$ cat src/rtl/sync_fifo.sv
// sync_fifo: single-clock FIFO with registered read data, occupancy count and
// threshold flags; define FIFO_ERR_FLAGS_EN to add sticky OVERFLOW/UNDERFLOW.
module sync_fifo #(
   parameter int DATA_WIDTH = 8,
   parameter int FIFO_DEPTH = 16,
   parameter int AF_LEVEL   = FIFO_DEPTH - 2,
   parameter int AE_LEVEL   = 2
) (
   input  logic                          Clk,
   input  logic                          Rst,
   input  logic                          WR,
   input  logic                          RD,
   input  logic [DATA_WIDTH-1:0]         dataIn,
   output logic [DATA_WIDTH-1:0]         dataOut,
   output logic                          EMPTY,
   output logic                          FULL,
   output logic                          ALMOST_FULL,
   output logic                          ALMOST_EMPTY,
   output logic [$clog2(FIFO_DEPTH):0]   COUNT
`ifdef FIFO_ERR_FLAGS_EN
   ,
   output logic                          OVERFLOW,
   output logic                          UNDERFLOW
`endif
);
   localparam int AW = $clog2(FIFO_DEPTH);
   localparam int CW = AW + 1;
   logic [DATA_WIDTH-1:0] mem [FIFO_DEPTH];
   logic [AW-1:0] wr_ptr, rd_ptr;
   logic rd_ok, wr_ok;
   assign EMPTY        = COUNT == '0;
   assign FULL         = COUNT == CW'(FIFO_DEPTH);
   assign ALMOST_FULL  = COUNT >= CW'(AF_LEVEL);
   assign ALMOST_EMPTY = COUNT <= CW'(AE_LEVEL);
   assign rd_ok        = RD & ~EMPTY;
   assign wr_ok        = WR & (~FULL | rd_ok);
   // storage is deliberately left unreset; only pointers define valid contents
   always_ff @(posedge Clk) begin
      if (wr_ok) mem[wr_ptr] <= dataIn;
   end
   // pointers, occupancy and registered read data
   always_ff @(posedge Clk or negedge Rst) begin
      if (!Rst) begin
         wr_ptr  <= '0;
         rd_ptr  <= '0;
         COUNT   <= '0;
         dataOut <= '0;
      end else begin
         if (wr_ok) wr_ptr <= wr_ptr + AW'(1);
         if (rd_ok) begin
            rd_ptr  <= rd_ptr + AW'(1);
            dataOut <= mem[rd_ptr];
         end
         COUNT <= (wr_ok & ~rd_ok) ? COUNT + CW'(1) : (rd_ok & ~wr_ok) ? COUNT - CW'(1) : COUNT;
      end
   end
`ifdef FIFO_ERR_FLAGS_EN
   // sticky error flags: rejected write while full, read attempt while empty
   always_ff @(posedge Clk or negedge Rst) begin
      if (!Rst) begin
         OVERFLOW  <= 1'b0;
         UNDERFLOW <= 1'b0;
      end else begin
         if (WR & FULL & ~rd_ok) OVERFLOW <= 1'b1;
         if (RD & EMPTY) UNDERFLOW <= 1'b1;
      end
   end
`endif
endmodule

$ cat config.mk
export PLATFORM = sky130hd
export DESIGN_NAME = sync_fifo
export DESIGN_NICKNAME = d
export VERILOG_FILES = /design/src/rtl/sync_fifo.sv
export SDC_FILE = /design/constraint.sdc
export NUM_CORES = 1
export LEC_CHECK = 0
export ABC_AREA = 1
export CORE_ASPECT_RATIO = 1.5
export CORE_MARGIN = 1.5
export CORE_UTILIZATION = 40
export DETAILED_ROUTE_END_ITERATION = 7
export HOLD_SLACK_MARGIN = 0.1
export SETUP_SLACK_MARGIN = 0.2
export SYNTH_ARGS = -nofsm -noshare
export SYNTH_HDL_FRONTEND = slang
export SYNTH_SLANG_ARGS = --single-unit
$ cat constraint.sdc
create_clock -name Clk -period 4.75 [get_ports Clk]
set_input_delay 1.1875 -clock Clk [delete_from_list [all_inputs] [get_ports Clk]]
set_output_delay 1.1875 -clock Clk [all_outputs]
set_load 0.01 [all_outputs]
# Word-level counts from Yosys, hierarchy flattened
# Memories as Yosys holds them, arrays and structs flattened. A register that Yosys moved wholly into a read port is not among the register bits.
# Index checks and enable logic that the tools add are counted.
word_totals:
  ram_bits: 128
  in_bits: 12
  elab_cells: 27
  ff_bits: 13
  output_inout_bits: 17
  n_memories: 1
op_classes:
  n_bitwise: 9
  n_reduce_logical: 3
  addsub: 4
  n_eq_ne: 1
  muxes: 4
  magnitude_cmp: 2
memory_table:
  columns: ["memory", "depth", "word_bits", "read_ports", "rd_clocked_by_memory_dff", "write_ports", "line", "rtl"]
  rows:
  - ["mem", 16, 8, 1, 1, 1, "28", "logic [DATA_WIDTH-1:0] mem [FIFO_DEPTH];"]
ops:
  columns: ["cell", "count"]
  rows:
  - ["$mux W5", 2]
  - ["$add A4 B1 Y4 const B", 2]
  - ["$add A5 B1 Y5 const B", 1]
  - ["$eq A5 B5 Y1 const B", 1]
  - ["$ge A5 B4 Y1 const B", 1]
  - ["$le A5 B2 Y1 const B", 1]
  - ["$logic_not A5 Y1", 1]
  - ["$sub A5 B1 Y5 const B", 1]
  - ["$and A1 B1 Y1", 4]
  - ["$not A1 Y1", 4]
  - ["$mux W1", 2]
  - ["$reduce_bool A2 Y1", 1]
  - ["$logic_not A1 Y1", 1]
  - ["$or A1 B1 Y1", 1]

# Logic depth before layout (Yosys ltp)
depth:
  ltp_word: 9
  ltp_mapped: 13
  ltp_nobuf: 13

# Worst setup path after synthesis
# No wires, ideal clock.
synth_timing:
  path_type: "input to register"
  startpoint: "input port RD"
  endpoint: "register COUNT[4]"
  arrival_time_ps: 2703
  path_buffers: 0
  t_required_ps: 4685
  setup_time_ps: 65
  setup_slack_ps: 1982
  cell_stages: 11
  path_cell_list: "inv_1 -> a21boi_4 -> ha_1 -> inv_1 -> fa_1 -> a21oi_1 -> nor2_1 -> nor2_1 -> xor2_1 -> nand2_1 -> nand2_1"
synth_via:
  elab_chain_cells: 6
  elab_cells_between_ends: 9
  cone_classes: "mux (1); bitwise (7); reduce/logical (1)"
synth_rtl:
  columns: ["item", "line", "rtl"]
  rows:
  - ["start, declared", "12", "input logic RD,"]
  - ["$and A1 B1 Y1 *", "35", "assign rd_ok = RD & ~EMPTY;"]
  - ["$or A1 B1 Y1 *", "36", "assign wr_ok = WR & (~FULL | rd_ok);"]
  - ["$and A1 B1 Y1 *", "36", null]
  - ["via wr_ok", "30", "logic rd_ok, wr_ok;"]
  - ["$not A1 Y1", "54", "COUNT <= (wr_ok & ~rd_ok) ? COUNT + CW'(1) : (rd_ok & ~wr_ok) ? COUNT - CW'(1) : COUNT;"]
  - ["$and A1 B1 Y1", "54", null]
  - ["$reduce_bool A2 Y1 (no line)", null, null]
  - ["end signal, assigned", "54", null]
  - ["end, declared", "19", "output logic [$clog2(FIFO_DEPTH):0] COUNT"]
# The timed path passes the listed nets; every way through them passes the cells marked *.
# A chain may end at the register's enable or synchronous reset.

# Final worst setup path
layout_timing:
  startpoint: "register COUNT[3]"
  endpoint: "output port FULL"
layout_via:
  elab_chain_cells: 1
layout_rtl:
  columns: ["item", "line", "rtl"]
  rows:
  - ["$eq A5 B5 Y1", "32", "assign FULL = COUNT == CW'(FIFO_DEPTH);"]
  - ["end, declared", "16", "output logic FULL,"]
# No other way between the ends.

==> results by stage <==
Synthesis:
- The synthesized area is 6620 um2.
- The number of different library cells used by synthesis comes to 22.
- Averaged over all synthesized cells, the footprint is 10.1 um2.
- The post-synthesis cell count is 659.
- The synthesis warning total is 0.
- After synthesis, the cell types taking the most area are edfxtp_1, nand2_1, dfrtp_1, nand3_1, inv_1.
- The cell type with the highest aggregate area in the netlist is edfxtp_1.
- The flop and latch count out of synthesis is between 100 and 150.
- For this run, the register share of the synthesized area comes to 0.660.
- Of the post-synthesis cell area, the dominant cell type holds 0.580.
- The post-synthesis net count is 681.

Worst setup path:
- The worst setup path is launched from a flip-flop.
- The cell family contributing the most delay on the critical path is buffers and inverters.
- For this run, the slowest stage of the critical path takes roughly 0.57 ns.
- The category of the critical setup timing path is flip-flop to output port.
- The signal on the critical path passes through nor2_1 -> nand2_1 -> nor2_2 -> clkdlybuf4s50_1.
- The data arrival time of the critical path is ~1.9 ns.
- The critical path capture point type is an output port.
- The slowest stage of the critical path belongs to the cell clkdlybuf4s50_1.
- For the worst setup path, the data required time is ~3.6 ns.
- Of all nets on the critical path, the largest fanout is 5.
- The number of buffer and inverter instances along the worst setup path is 1.

Floorplan:
- The initial utilization of the core area, before any placement, comes to 0.409.
- Measured along the x axis, the die boundary spans 108 um.
- The die is between 150 and 200 um tall.
- The I/O pin count is 29.
- The number of placement rows is 57.
- The core region is approximately 16000 um2.
- The die area is 17400 um2.

Clock network:
- The worst-skew pair later-pin latency is between 0.4 and 0.5 ns.
- The CTS root buffer is clkbuf_16.
- The count of clock tree sinks is roughly 150.
- The buffer depth of the longest clock path is 2.
- The post-cts sizing count is 0.
- The H-tree depth is 4.
- The number of clock buffers added by TritonCTS is 17.
- Buffers added to address setup during post-CTS repair amount to 0.
- Clock-pin slew was measured on the worst setup and hold paths at 0.06 ns.
- The number of hold buffers added after CTS was 0.
- TritonCTS built the clock tree.

Drt:
- Using the TritonRoute via totals, the vias-per-cell ratio works out to about 5.0.
- The total via count after detailed routing is 4535.
- The number of detailed-routing iterations run before antenna repair is 5.
- After detailed routing, the average wire length per cell comes to between 15 and 20 um.
- After detailed routing, the number of remaining DRC violations is 0.
- The remaining antenna violation count after routing is 0.
- The detailed router finished its first iteration with 335 violations.
- For this block, the routed nets add up to between 15000 and 20000 um of wire.

Timing:
- Headroom to the max-slew limit came out at 0.274.
- The final worst-path setup slack is around 1.7 ns.
- The achievable frequency is ~330 MHz.
- The accumulated negative setup slack is 0 ns.
- At the pin with the least slew margin, the transition time is between 1 and 1.5 ns.
- The share of the cycle needed by the critical path after routing is 0.645.
- Setup violations remaining at the end of the flow were counted as 0.
- The final number of max-transition violations is 0.
- The shortest clock period the worst path allows after layout is slightly above 3 ns.
- The total count of hold-check failures in the final report is 0.
- The clock arrives with just over 0.009 ns of skew.
- Setup repair after global routing left no endpoint under its margin.

Outcome:
- The run finished with clean final reports.

Cells and area:
- The post-layout instance count excluding filler cells is 900.
- The final antenna diode count is 0.
- From synthesis to final layout, the design area changed by 15.1%.
- The final instance area is between 7000 and 8000 um2.
- The number of nets at the end of the flow is 703.
- Fill cells in the final layout number ~1500.
- The post-route core utilization is 0.471.
- In the final layout, the share of cells above drive strength 1 is 0.0533.

GRT:
- The total grt overflow is 0.
- The global-route wire length before repair is 24900 um.
- The via count of the first global-routing pass is between 4000 and 5000.
- The number of antenna violations at the first check in global routing was 0.
- Entering global routing, the biggest net connects 67 pins.
- The overall track demand over capacity in global routing is 0.197.

Placed design:
- Before CTS, the worst setup slack after placement is between 1 and 1.5 ns.
- Once placement completed, the tool counted placed cells totaling ~870.
- Input and output buffers added on the ports amount to 28.
- The final estimated routing congestion in global placement is roughly 0.90.
- The half-perimeter wire length of the detailed placement result is about 10000 um.
- In this run the cell area measured after placement is between 7000 and 8000 um2.

Power and ir drop:
- For this design the static power due to leakage is 0.00329 uW.
- The highest ir drop seen on vdd is around 340 uV.
- Power spread over the standard cell area amounts to 609 nW/um2.

Hold path:
- The worst hold-check path type is flip-flop to flip-flop.

Flow run:
- The number of maximum-capacitance constraint violations is 0.
report_power, final:
part	total (uW)	internal, uW	leakage [uW]	switching, uW
registers	1760	1620	0.00141	137
clock network	1320	777	0.000275	541
logic	1560	516	0.00161	1050
per-layer routing:
metal / global-route usage / vias to the layer above / routed length [um]
met4: 0.0921 / 0 / 663
met3: 0.0455 / 45 / 674
met5: 0 / - / 0
met2: 0.351 / 146 / 8430
met1: 0.218 / 2193 / 5980
li1: - / 2151 / -
cell type report:
type / instances / area (um2) / area share
clock inverters: 14 / 153 / 0.0200
inverters: 112 / 420 / 0.0552
repair buffers: 30 / 295 / 0.0387
flip-flops and latches: 149 / 4370 / 0.573
clock buffers: 18 / 429 / 0.0563
multi-input cells: 371 / 1700 / 0.222
well taps: 206 / 258 / 0.0338
Yosys cell counts (all sizes together):
cell and count:
nand2 218, edfxtp 128, inv 110, nand3 99
buf 24, nor2 23, dfrtp 21, ha 9
xor2 8, o21ai 5, a21oi 3, clkbuf 3
a21boi 2, clkinv 2, a31oi 1, fa 1
nand4 1, xnor2 1
logic make-up (layout without fill, tap and decap cells):
group                    count (synthesis)  count (layout)  synth area share
AND/OR/NAND/NOR                        341             341             0.213
flip-flops                             149             149             0.660
buffers and inverters                  139             174            0.0844
AO/OA/AOI/OAI                           11              11            0.0110
adder cells (fa/ha/maj)                 10              10            0.0200
XOR/XNOR                                 9               9            0.0119
flip-flops by register name (all words and copies together) (netlist names):
register	flops
mem	128
dataOut	8
COUNT	5
rd_ptr	4
wr_ptr	4
final timing paths:
path                                  from    endpoint  slack (ns)  cells past startpoint
worst max-delay path              COUNT[3]        FULL        1.68                      4
worst min-delay path            dataOut[5]  dataOut[5]        0.48                      2
worst max register to register    COUNT[3]    COUNT[4]        2.19                     12
worst min register to register  dataOut[5]  dataOut[5]        0.48                      2
max in group asynchronous              Rst   rd_ptr[0]        2.75                      1
min in group asynchronous              Rst   wr_ptr[2]        1.32                      1
worst min-delay path, stage by stage, from the launching register on:
cell and delay, ns:
dfrtp_1 0.34, nand2_1 0.05, nand2_1 0.06
through the flow:
stage / total power, uW / hold WS [ns]
floorplan: 2810 / 0.512
global placement: 3310 / 0.473
detailed placement: 3340 / 0.470
CTS: 4660 / 0.486
global route: 4900 / 0.503
finish: 4640 / 0.478
layout by cell type, fill, tap and decap left out, types with 5 or more instances in the layout:
cell type / netlist / routed
clkbuf_16: 0 / 17
clkdlybuf4s50_1: 0 / 28
clkinv_4: 0 / 5
dfrtp_1: 21 / 20
edfxtp_1: 128 / 128
ha_1: 9 / 9
inv_1: 110 / 109
nand2_1: 217 / 217
nand3_1: 99 / 99
nor2_1: 22 / 22
o21ai_0: 5 / 5
xor2_1: 8 / 8
(Power assumes the default switching activity.)
